--- src/rtl/sap_ctrl_if.sv ---
// Control-word bundle from the SAP microsequencer to the datapath.
// Strobes are active-low except pc_inc and alu_sub.
interface sap_ctrl_if;
  logic pc_inc;
  logic pc_oe_n;
  logic pc_ld_n;
  logic mar_ld_n;
  logic ram_oe_n;
  logic ir_ld_n;
  logic ir_oe_n;
  logic acc_ld_n;
  logic acc_oe_n;
  logic b_ld_n;
  logic alu_oe_n;
  logic alu_sub;
  logic out_ld_n;

  modport master (
    output pc_inc, pc_oe_n, pc_ld_n, mar_ld_n,
    output ram_oe_n, ir_ld_n, ir_oe_n,
    output acc_ld_n, acc_oe_n, b_ld_n,
    output alu_oe_n, alu_sub, out_ld_n
  );

  modport slave (
    input pc_inc, pc_oe_n, pc_ld_n, mar_ld_n,
    input ram_oe_n, ir_ld_n, ir_oe_n,
    input acc_ld_n, acc_oe_n, b_ld_n,
    input alu_oe_n, alu_sub, out_ld_n
  );
endinterface

--- src/rtl/sap_ctrl.sv ---
// SAP microsequencer: six-state fetch/execute ring plus retired count.
// Optional JMP (opcode 0x3) enabled by defining SAP_CTRL_JMP_EN.
module sap_ctrl #(
  parameter int OP_W  = 4,
  parameter int CNT_W = 8
) (
  input  logic             clk,
  input  logic             rst_n,
  input  logic             run,
  input  logic [OP_W-1:0]  opcode,
  sap_ctrl_if.master       cw,
  output logic             halted,
  output logic             busy,
  output logic [CNT_W-1:0] instr_cnt
);

  typedef enum logic [2:0] {
    IDLE, T1, T2, T3, T4, T5, T6, HALT
  } state_t;

  localparam logic [OP_W-1:0] OP_LDA = OP_W'(4'h0);
  localparam logic [OP_W-1:0] OP_ADD = OP_W'(4'h1);
  localparam logic [OP_W-1:0] OP_SUB = OP_W'(4'h2);
  localparam logic [OP_W-1:0] OP_OUT = OP_W'(4'hE);
  localparam logic [OP_W-1:0] OP_HLT = OP_W'(4'hF);

  state_t           state_q, state_d;
  logic [CNT_W-1:0] cnt_q, cnt_d;

  logic is_lda, is_sub, is_arith, is_out, is_hlt, is_jmp;

  assign is_lda   = (opcode == OP_LDA);
  assign is_sub   = (opcode == OP_SUB);
  assign is_arith = (opcode == OP_ADD) || is_sub;
  assign is_out   = (opcode == OP_OUT);
  assign is_hlt   = (opcode == OP_HLT);

`ifdef SAP_CTRL_JMP_EN
  localparam logic [OP_W-1:0] OP_JMP = OP_W'(4'h3);
  assign is_jmp = (opcode == OP_JMP);
`else
  assign is_jmp = 1'b0;
`endif

  // Active-high internal strobes; inverted onto the bus below.
  logic inc, pc_oe, pc_ld, mar_ld, ram_oe, ir_ld, ir_oe;
  logic acc_ld, acc_oe, b_ld, alu_oe, sub, out_ld;

  always_comb begin
    state_d = state_q;
    cnt_d   = cnt_q;
    inc     = 1'b0;
    pc_oe   = 1'b0;
    pc_ld   = 1'b0;
    mar_ld  = 1'b0;
    ram_oe  = 1'b0;
    ir_ld   = 1'b0;
    ir_oe   = 1'b0;
    acc_ld  = 1'b0;
    acc_oe  = 1'b0;
    b_ld    = 1'b0;
    alu_oe  = 1'b0;
    sub     = 1'b0;
    out_ld  = 1'b0;
    unique case (state_q)
      IDLE: if (run) state_d = T1;
      T1: begin
        pc_oe   = 1'b1;
        mar_ld  = 1'b1;
        state_d = T2;
      end
      T2: begin
        inc     = 1'b1;
        state_d = T3;
      end
      T3: begin
        ram_oe  = 1'b1;
        ir_ld   = 1'b1;
        state_d = T4;
      end
      T4: begin
        ir_oe   = is_lda || is_arith || is_jmp;
        mar_ld  = is_lda || is_arith;
        pc_ld   = is_jmp;
        acc_oe  = is_out;
        out_ld  = is_out;
        state_d = T5;
        if (is_hlt) begin
          state_d = HALT;
          cnt_d   = cnt_q + CNT_W'(1);
        end
      end
      T5: begin
        ram_oe  = is_lda || is_arith;
        acc_ld  = is_lda;
        b_ld    = is_arith;
        state_d = T6;
      end
      T6: begin
        alu_oe  = is_arith;
        acc_ld  = is_arith;
        sub     = is_sub;
        state_d = run ? T1 : IDLE;
        cnt_d   = cnt_q + CNT_W'(1);
      end
      HALT: state_d = HALT;
    endcase
  end

  always_ff @(posedge clk or negedge rst_n) begin
    if (!rst_n) begin
      state_q <= IDLE;
      cnt_q   <= '0;
    end else begin
      state_q <= state_d;
      cnt_q   <= cnt_d;
    end
  end

  assign cw.pc_inc   = inc;
  assign cw.pc_oe_n  = ~pc_oe;
  assign cw.pc_ld_n  = ~pc_ld;
  assign cw.mar_ld_n = ~mar_ld;
  assign cw.ram_oe_n = ~ram_oe;
  assign cw.ir_ld_n  = ~ir_ld;
  assign cw.ir_oe_n  = ~ir_oe;
  assign cw.acc_ld_n = ~acc_ld;
  assign cw.acc_oe_n = ~acc_oe;
  assign cw.b_ld_n   = ~b_ld;
  assign cw.alu_oe_n = ~alu_oe;
  assign cw.alu_sub  = sub;
  assign cw.out_ld_n = ~out_ld;

  assign halted    = (state_q == HALT);
  assign busy      = (state_q != IDLE) && (state_q != HALT);
  assign instr_cnt = cnt_q;

endmodule

--- src/flat_wrapper.sv ---
// flat-port wrapper written by rule: the top's interface ports become plain ports
module sap_ctrl_flat 
#(
  parameter int OP_W  = 4,
  parameter int CNT_W = 8
)
  (clk, rst_n, run, opcode, halted, busy, instr_cnt, cw_pc_inc, cw_pc_oe_n, cw_pc_ld_n, cw_mar_ld_n, cw_ram_oe_n, cw_ir_ld_n, cw_ir_oe_n, cw_acc_ld_n, cw_acc_oe_n, cw_b_ld_n, cw_alu_oe_n, cw_alu_sub, cw_out_ld_n);
  sap_ctrl_if cw_i ();
  input  logic clk;
  input  logic rst_n;
  input  logic run;
  input  logic [OP_W-1:0] opcode;
  output logic halted;
  output logic busy;
  output logic [CNT_W-1:0] instr_cnt;
  output wire logic [$bits(cw_i.pc_inc)-1:0] cw_pc_inc;
  output wire logic [$bits(cw_i.pc_oe_n)-1:0] cw_pc_oe_n;
  output wire logic [$bits(cw_i.pc_ld_n)-1:0] cw_pc_ld_n;
  output wire logic [$bits(cw_i.mar_ld_n)-1:0] cw_mar_ld_n;
  output wire logic [$bits(cw_i.ram_oe_n)-1:0] cw_ram_oe_n;
  output wire logic [$bits(cw_i.ir_ld_n)-1:0] cw_ir_ld_n;
  output wire logic [$bits(cw_i.ir_oe_n)-1:0] cw_ir_oe_n;
  output wire logic [$bits(cw_i.acc_ld_n)-1:0] cw_acc_ld_n;
  output wire logic [$bits(cw_i.acc_oe_n)-1:0] cw_acc_oe_n;
  output wire logic [$bits(cw_i.b_ld_n)-1:0] cw_b_ld_n;
  output wire logic [$bits(cw_i.alu_oe_n)-1:0] cw_alu_oe_n;
  output wire logic [$bits(cw_i.alu_sub)-1:0] cw_alu_sub;
  output wire logic [$bits(cw_i.out_ld_n)-1:0] cw_out_ld_n;
  assign cw_pc_inc = cw_i.pc_inc;
  assign cw_pc_oe_n = cw_i.pc_oe_n;
  assign cw_pc_ld_n = cw_i.pc_ld_n;
  assign cw_mar_ld_n = cw_i.mar_ld_n;
  assign cw_ram_oe_n = cw_i.ram_oe_n;
  assign cw_ir_ld_n = cw_i.ir_ld_n;
  assign cw_ir_oe_n = cw_i.ir_oe_n;
  assign cw_acc_ld_n = cw_i.acc_ld_n;
  assign cw_acc_oe_n = cw_i.acc_oe_n;
  assign cw_b_ld_n = cw_i.b_ld_n;
  assign cw_alu_oe_n = cw_i.alu_oe_n;
  assign cw_alu_sub = cw_i.alu_sub;
  assign cw_out_ld_n = cw_i.out_ld_n;
  sap_ctrl #(.OP_W(OP_W), .CNT_W(CNT_W)) u_core (.clk(clk), .rst_n(rst_n), .run(run), .opcode(opcode), .cw(cw_i), .halted(halted), .busy(busy), .instr_cnt(instr_cnt));
endmodule
--- config.mk ---
export PLATFORM = sky130hd
export DESIGN_NAME = sap_ctrl_flat
export DESIGN_NICKNAME = d
export VERILOG_FILES = /design/src/rtl/sap_ctrl_if.sv /design/src/rtl/sap_ctrl.sv /design/src/flat_wrapper.sv
export SDC_FILE = /design/constraint.sdc
export NUM_CORES = 1
export LEC_CHECK = 0
export ABC_CLOCK_PERIOD_IN_PS = 2700
export CAP_MARGIN = 10
export CELL_PAD_IN_SITES_DETAIL_PLACEMENT = 2
export CELL_PAD_IN_SITES_GLOBAL_PLACEMENT = 2
export CORE_UTILIZATION = 26
export CTS_CLUSTER_DIAMETER = 30
export DETAILED_ROUTE_END_ITERATION = 10
export PLACE_DENSITY_LB_ADDON = 0.3
export SLEW_MARGIN = 20
export SYNTH_ARGS = -nofsm -noshare
export SYNTH_HDL_FRONTEND = slang
export SYNTH_SLANG_ARGS = --single-unit
--- constraint.sdc ---
create_clock -name clk -period 2.7 [get_ports clk]
set_input_delay 0.405 -clock clk [delete_from_list [all_inputs] [get_ports clk]]
set_output_delay 0.405 -clock clk [all_outputs]
set_load 0.02 [all_outputs]
==> results by group, run 1 <==
Detailed routing
  – DR WL/cell: 15.4 um
  – Final antenna-violating net count: 0
  – Routed vias: 710
  – DRC Markers: 0
  – WL final: 2180 um
  – DR vias/cell: 5.00
  – Drt first pass iters: 2
  – 1st-iter DRT viols: 11

Critical path
  – CP peak stage delay: 0.63 ns
  – CP Buf/Inv Count: 3
  – Kind of critical path: primary input to primary output
  – Worst reg2reg setup slack: 1.09 ns
  – Crit-path slowest cell: clkdlybuf4s50_1
  – CP top delay family: buffers and inverters
  – Most Frequent Cell on Critical Path: clkdlybuf4s50_1
  – Worst EP arrival: 2.16 ns
  – CP max FO: 7
  – Critical Path RT: 2.30 ns
  – Worst setup EP type: primary output
  – Setup crit start kind: primary input
  – CP Cell Sequence: clkdlybuf4s50_1, buf_4, xor2_1, nor2b_1, o21ai_0, clkdlybuf4s50_1

Global route
  – Grt total ovfl: 0
  – Largest net degree at the start of global routing: 13
  – All-Layer GR Usage: 15.0%
  – Initial antenna violation count: 0
  – First-pass GRT wire length: 3750 um
  – Vias in the first global route: 810

CTS
  – Htree depth: 1
  – Longest Clk Path Bufs: 2
  – Hold-fix buffers, CTS: 0
  – Root Driver: clkbuf_4
  – Num Clock Sinks: 11
  – CTS tree: built
  – Cts bufs inserted: 3
  – Clock slew at reported path FFs: 0.07 ns
  – Clock latency on the worst-skew pair: 0.27 ns

Timing
  – Unrepaired setup endpoints after global routing: no
  – Fin worst setup slack: 0.139 ns
  – Hold violation total from the final report: 0
  – Tmin final: 2.56 ns
  – Fmax: 390 MHz
  – Sum Neg Setup Slack: 0 ns
  – Final setup violating endpoints: 0
  – Fraction of the cycle the final worst path needs: 94.8%
  – Clock Skews: 0.00109 ns
  – Fin. max-slew vios: 0

Floorplan
  – Die span in y: 56.1 um
  – Core Footprint: 2760 um2
  – Die W: 56.1 um
  – Die ar.: 3150 um2
  – Starting density of the core: 27.6%
  – Num rows: 19
  – IO Pins: 30

Synth
  – Leading area contributor after synthesis: dfrtp_1
  – Synth Area in Compound Gates: 10.2%
  – Post-synthesis adder-cell area fraction: 1.64%
  – Post-synthesis sequential area ratio: 36.1%
  – Avg Inst Size Synth: 9.52 um2
  – Post-synth top area share: 36.1%
  – Post-Syn Instances: 80
  – Seq cells post-synth: 11
  – Xor/xnor share of the synthesized area: 9.20%
  – Mapped Area: 762 um2
  – Multiplexer area fraction after synthesis: 1.48%
  – Syn Nets: 88
  – Synth area leaders: dfrtp_1 36%, xor2_1 9.2%, nor4b_2 5.9%
  – Netlist cell types: 30
  – Synth warn: 0
  – Simple-gate area share of the yosys netlist: 35.8%
  – Largest family of logic cells by synthesized area: simple AND/OR/NAND/NOR gates

Run
  – Max-cap violations: 0

Finish
  – Multi-input gate area: 454 um2
  – Most frequent cells in the layout: 28 x clkdlybuf4s50_1, 11 x dfrtp_1, 8 x xor2_1, 6 x nand2b_1, 6 x buf_4
  – Fin util: 40.6%
  – Most common cell after layout, fill and taps aside: clkdlybuf4s50_1
  – Area Growth Syn to Fin: 47.0%
  – Share of cells above drive strength 1: 15.3%
  – Antenna Cells: 0
  – Nets: 120
  – Fill cell total of the finished layout: 307
  – FF/Latch Area: 275 um2

Power
  – Pwr/cell area: 981 nW/um2
  – Leak: 0.450 nW
  – Worst vdd ir: 0.459 mV

Placed design
  – Setup WS pre-CTS: 0.134 ns
  – Dpl hpwl: 1600 um
  – Port bufs: 28
  – GPL Wtd Cong: 0.690

Min path
  – HP Class: primary input to async pin

Status
  – Status: finished, final reports clean
[registers in the layout (all words and copies together) (netlist names), named ones only]
signal,count
u_core.state_q,2
u_core.instr_cnt,8
[per-stage QoR]
stage                     hold WS (ns)  instances  power, mW  area [um2]
final                            0.462        142       1.10        1120
after global routing             0.488        142       1.18        1120
after floorplan                  0.109         80      0.704         762
after global placement           0.463        138      0.967        1090
after CTS                        0.477        142       1.11        1110
after detailed placement         0.470        138      0.988        1090
[report_power, final]
part           total [mW]  internal, mW  switching (mW)
Clock               0.113        0.0573          0.0557
Sequential          0.350         0.226           0.124
Combinational       0.636         0.312           0.324
[cells by family after synthesis]
| logic type | count (synthesis) |
|---|---|
| buf+inv | 7 |
| mux | 1 |
| simple gates | 42 |
| compound gates | 9 |
| xor+xnor | 8 |
| fa+ha+maj | 1 |
| other cells | 1 |
| flops | 11 |
[final cells by class]
type	instances	area share, %
flip-flops and latches	11	24.6
clock buffers	4	2.35
well taps	31	3.46
multi-input cells	62	40.6
repair buffers	34	29.1
[cell usage after synthesis (all sizes together)]
cell	count
and3	1
nor3	5
a211o	1
ha	1
o21ai	3
nor2	4
nand4b	2
nand3b	1
a41oi	1
or3	1
a2111oi	1
conb	1
buf	6
clkbuf	1
nor4bb	1
nand2	5
nor2b	4
or2	1
nand4	2
nor4b	3
xor2	8
mux2	1
nand2b	6
a21oi	2
o21bai	1
nand3	4
nor3b	2
dfrtp	11
[worst paths after layout]
kind                                     start                   to  depth (start not counted)
max                                  opcode[1]          cw_acc_ld_n                          6
min                                      rst_n    u_core.state_q[1]                          1
max reg2reg                  u_core.state_q[0]  u_core.instr_cnt[5]                          4
min reg2reg                u_core.instr_cnt[7]  u_core.instr_cnt[7]                          1
max in group asynchronous                rst_n  u_core.instr_cnt[2]                          1
min in group clk           u_core.instr_cnt[7]  u_core.instr_cnt[7]                          1
[layer usage]
metal  global-route usage (%)  vias up  routed length [um]
met4                     2.09        0                   6
met5                        0        -                   0
met2                     25.3       19                1070
met3                     4.42        2                 110
met1                     19.4      349                 999
li1                         -      340                   -
[what timing repair did]
| action | 4_1_cts | 5_1_grt |
|---|---|---|
| setup endpoints to repair | 2 | 2 |
| gates cloned | 0 | 0 |
| setup buffers | 0 | 0 |
| endpoints found under the hold margin | 0 | 0 |
| resized for setup | 1 | 1 |
(Power assumes the default switching activity.)
==> run 2: changes to the inputs <==
--- a/config.mk
+++ b/config.mk
@@ -12,7 +12,7 @@
 export CORE_UTILIZATION = 26
 export CTS_CLUSTER_DIAMETER = 30
 export DETAILED_ROUTE_END_ITERATION = 10
-export PLACE_DENSITY_LB_ADDON = 0.3
+export PLACE_DENSITY = 0.94
 export SLEW_MARGIN = 20
 export SYNTH_ARGS = -nofsm -noshare
 export SYNTH_HDL_FRONTEND = slang
==> run 2 against run 1 <==
Cell area decreased by 1.0%. Die area unchanged. Register-to-register slack better by 0.09 ns. Sequential share of layout area increased by 0.36 points. Setup slack lost 0.0033 ns. Sequential cell count stayed put. Fmax decreased by 0.13%.
==> results by group, run 2 (synthesized netlist as in run 1, its figures left out) <==
Status
  – Status: finished, final reports clean (unchanged)

Timing
  – Final setup violating endpoints: 0 (unchanged)
  – Fmax: 390 MHz (about the same)
  – Tmin final: 2.56 ns (about the same)
  – Hold violation total from the final report: 0 (unchanged)
  – Unrepaired setup endpoints after global routing: no (unchanged)
  – Clock Skews: 0.000865 ns (was 0.00109 ns)
  – Sum Neg Setup Slack: 0 ns (unchanged)
  – Fraction of the cycle the final worst path needs: 95.0% (was 94.8%)
  – Fin. max-slew vios: 0 (unchanged)

Placed design
  – Dpl hpwl: 1710 um (was 1600 um)
  – GPL Wtd Cong: 0.794 (was 0.690)
  – Port bufs: 28 (unchanged)
  – Placed inst area: 1080 um2 (was 1090 um2)

Global route
  – Grt total ovfl: 0 (unchanged)
  – All-Layer GR Usage: 15.0% (about the same)
  – First-pass GRT wire length: 3830 um (was 3750 um)
  – Vias in the first global route: 805 (was 810)
  – Largest net degree at the start of global routing: 18 (was 13)
  – Initial antenna violation count: 0 (unchanged)

Critical path
  – Crit-path slowest cell: clkdlybuf4s50_1 (unchanged)
  – Worst reg2reg setup slack: 1.18 ns (was 1.09 ns)
  – Kind of critical path: primary input to primary output (unchanged)
  – Worst EP arrival: 2.16 ns (about the same)
  – Worst setup EP type: primary output (unchanged)
  – CP max FO: 4 (was 7)
  – CP Cell Sequence: clkdlybuf4s50_1, nor3b_2, nor4bb_1, clkdlybuf4s50_1 (was clkdlybuf4s50_1, buf_4, xor2_1, nor2b_1, o21ai_0, clkdlybuf4s50_1)
  – R2r endpoint: u_core.instr_cnt[5] (unchanged)
  – Setup crit start kind: primary input (unchanged)
  – Stages on worst setup path: 4 (was 6)
  – RR Startpoint: u_core.state_q[0] (unchanged)
  – CP Buf/Inv Count: 2 (was 3)
  – CP top delay family: buffers and inverters (unchanged)
  – CP peak stage delay: 0.66 ns (was 0.63 ns)
  – Most Frequent Cell on Critical Path: clkdlybuf4s50_1 (unchanged)
  – Critical Path RT: 2.30 ns (about the same)
  – Worst Reg2Reg Path Length in Cells: 3 (was 4)

Finish
  – Final instance area: 1110 um2 (was 1120 um2)
  – Fin util: 40.2% (was 40.6%)
  – Share of cells above drive strength 1: 14.5% (was 15.3%)
  – Multi-input gate area: 449 um2 (was 454 um2)
  – Most frequent cells in the layout: 28 x clkdlybuf4s50_1, 10 x dfrtp_1, 8 x xor2_1, 6 x nand2b_1 (was 28 x clkdlybuf4s50_1, 11 x dfrtp_1, 8 x xor2_1, 6 x nand2b_1, 6 x buf_4)
  – Most common cell after layout, fill and taps aside: clkdlybuf4s50_1 (unchanged)
  – Nets: 119 (was 120)
  – Antenna Cells: 0 (unchanged)
  – FF/Latch Area: 277 um2 (was 275 um2)
  – Max FFs per register: 8 (unchanged)
  – Fill cell total of the finished layout: 329 (was 307)
  – Area Growth Syn to Fin: 45.5% (was 47.0%)

Floorplan
  – Starting density of the core: 27.6% (unchanged)
  – Die ar.: 3150 um2 (unchanged)
  – Num rows: 19 (unchanged)
  – IO Pins: 30 (unchanged)
  – Die W: 56.1 um (unchanged)
  – Core Footprint: 2760 um2 (unchanged)
  – Die span in y: 56.1 um (unchanged)

Min path
  – HP Class: primary input to async pin (unchanged)

CTS
  – Htree depth: 1 (unchanged)
  – Num Clock Sinks: 11 (unchanged)
  – Longest Clk Path Bufs: 2 (unchanged)
  – Cts bufs inserted: 3 (unchanged)
  – Clock slew at reported path FFs: 0.07 ns (about the same)
  – Hold-fix buffers, CTS: 0 (unchanged)
  – CTS tree: built (unchanged)
  – Clock latency on the worst-skew pair: 0.27 ns (about the same)
  – Root Driver: clkbuf_4 (unchanged)

Power
  – Internal power: 0.595 mW (about the same)
  – Share of power burned in registers: 31.0% (was 31.8%)
  – Net Sw Frac: 45.6% (was 45.8%)
  – Switch Pwr: 0.499 mW (was 0.504 mW)
  – Worst vdd ir: 0.604 mV (was 0.459 mV)
  – Leak: 0.443 nW (was 0.450 nW)
  – Pwr/cell area: 987 nW/um2 (was 981 nW/um2)
  – Total power: 1.09 mW (was 1.10 mW)
  – Comb pwr share: 58.5% (was 57.9%)
  – Clock network power share: 10.5% (was 10.3%)

Detailed routing
  – DR WL/cell: 15.3 um (was 15.4 um)
  – Drt first pass iters: 2 (unchanged)
  – 1st-iter DRT viols: 18 (was 11)
  – DRC Markers: 0 (unchanged)
  – WL final: 2160 um (was 2180 um)
  – DR vias/cell: 5.09 (was 5.00)
  – Routed vias: 717 (was 710)
  – Final antenna-violating net count: 0 (unchanged)

Run
  – Max-cap violations: 0 (unchanged)
## run 2: cell count changes in the layout (fill, tap and decap cells not counted)
cell       delta
buf_4         -1
a2111oi_1     +1
a2111oi_2     -1
dfrtp_1       -1
dfrtp_2       +1
## run 2: layer usage
layer / share of wire, % / up-vias / track usage [%]
met5: 0 / - / 0
met4: 0.83 / 0 / 3.14
met3: 4.5 / 2 / 2.33
met2: 51 / 26 / 28.1
met1: 44 / 353 / 18.1
li1: - / 336 / -
## run 2: power by group through the flow
stage	clock network (mW)	logic (mW)	registers, mW
final	0.115	0.640	0.339
after global routing	0.125	0.698	0.358
after CTS	0.119	0.650	0.341
after detailed placement	0	0.648	0.342
after global placement	0	0.618	0.337
after floorplan	0	0.370	0.334
## run 2: per-stage QoR
step / instances / hold WS, ns / setup WS (ns)
after floorplan: 80 / 0.109 / 0.808
after global placement: 137 / 0.466 / 0.176
after detailed placement: 137 / 0.469 / 0.0907
after CTS: 141 / 0.479 / 0.0295
after global routing: 141 / 0.497 / 0.0158
final: 141 / 0.463 / 0.136
## run 2: timing repair
item	4_1_cts	5_1_grt
setup endpoints to repair	0	2
setup buffers	0	0
resized for setup	0	2
endpoints found under the hold margin	0	0
## run 2: cell type report
| cell class | instances | area share, % |
|---|---|---|
| Timing Repair Buffer | 33 | 28.7 |
| Clock buffer | 4 | 2.37 |
| Multi-Input combinational cell | 62 | 40.5 |
| Sequential cell | 11 | 24.9 |
| Tap cell | 31 | 3.50 |
## run 2: worst max-delay path by stage
stage | from | endpoint | slack (ns)
6_report | opcode[3] | cw_alu_sub | 0.14
5_1_grt | opcode[0] | cw_acc_ld_n | 0.02
4_1_cts | flip-flop | cw_ram_oe_n | 0.03
3_5_place_dp | opcode[1] | cw_ram_oe_n | 0.09
3_3_place_gp | opcode[2] | cw_alu_sub | 0.18
2_1_floorplan | flip-flop | cw_alu_sub | 0.81
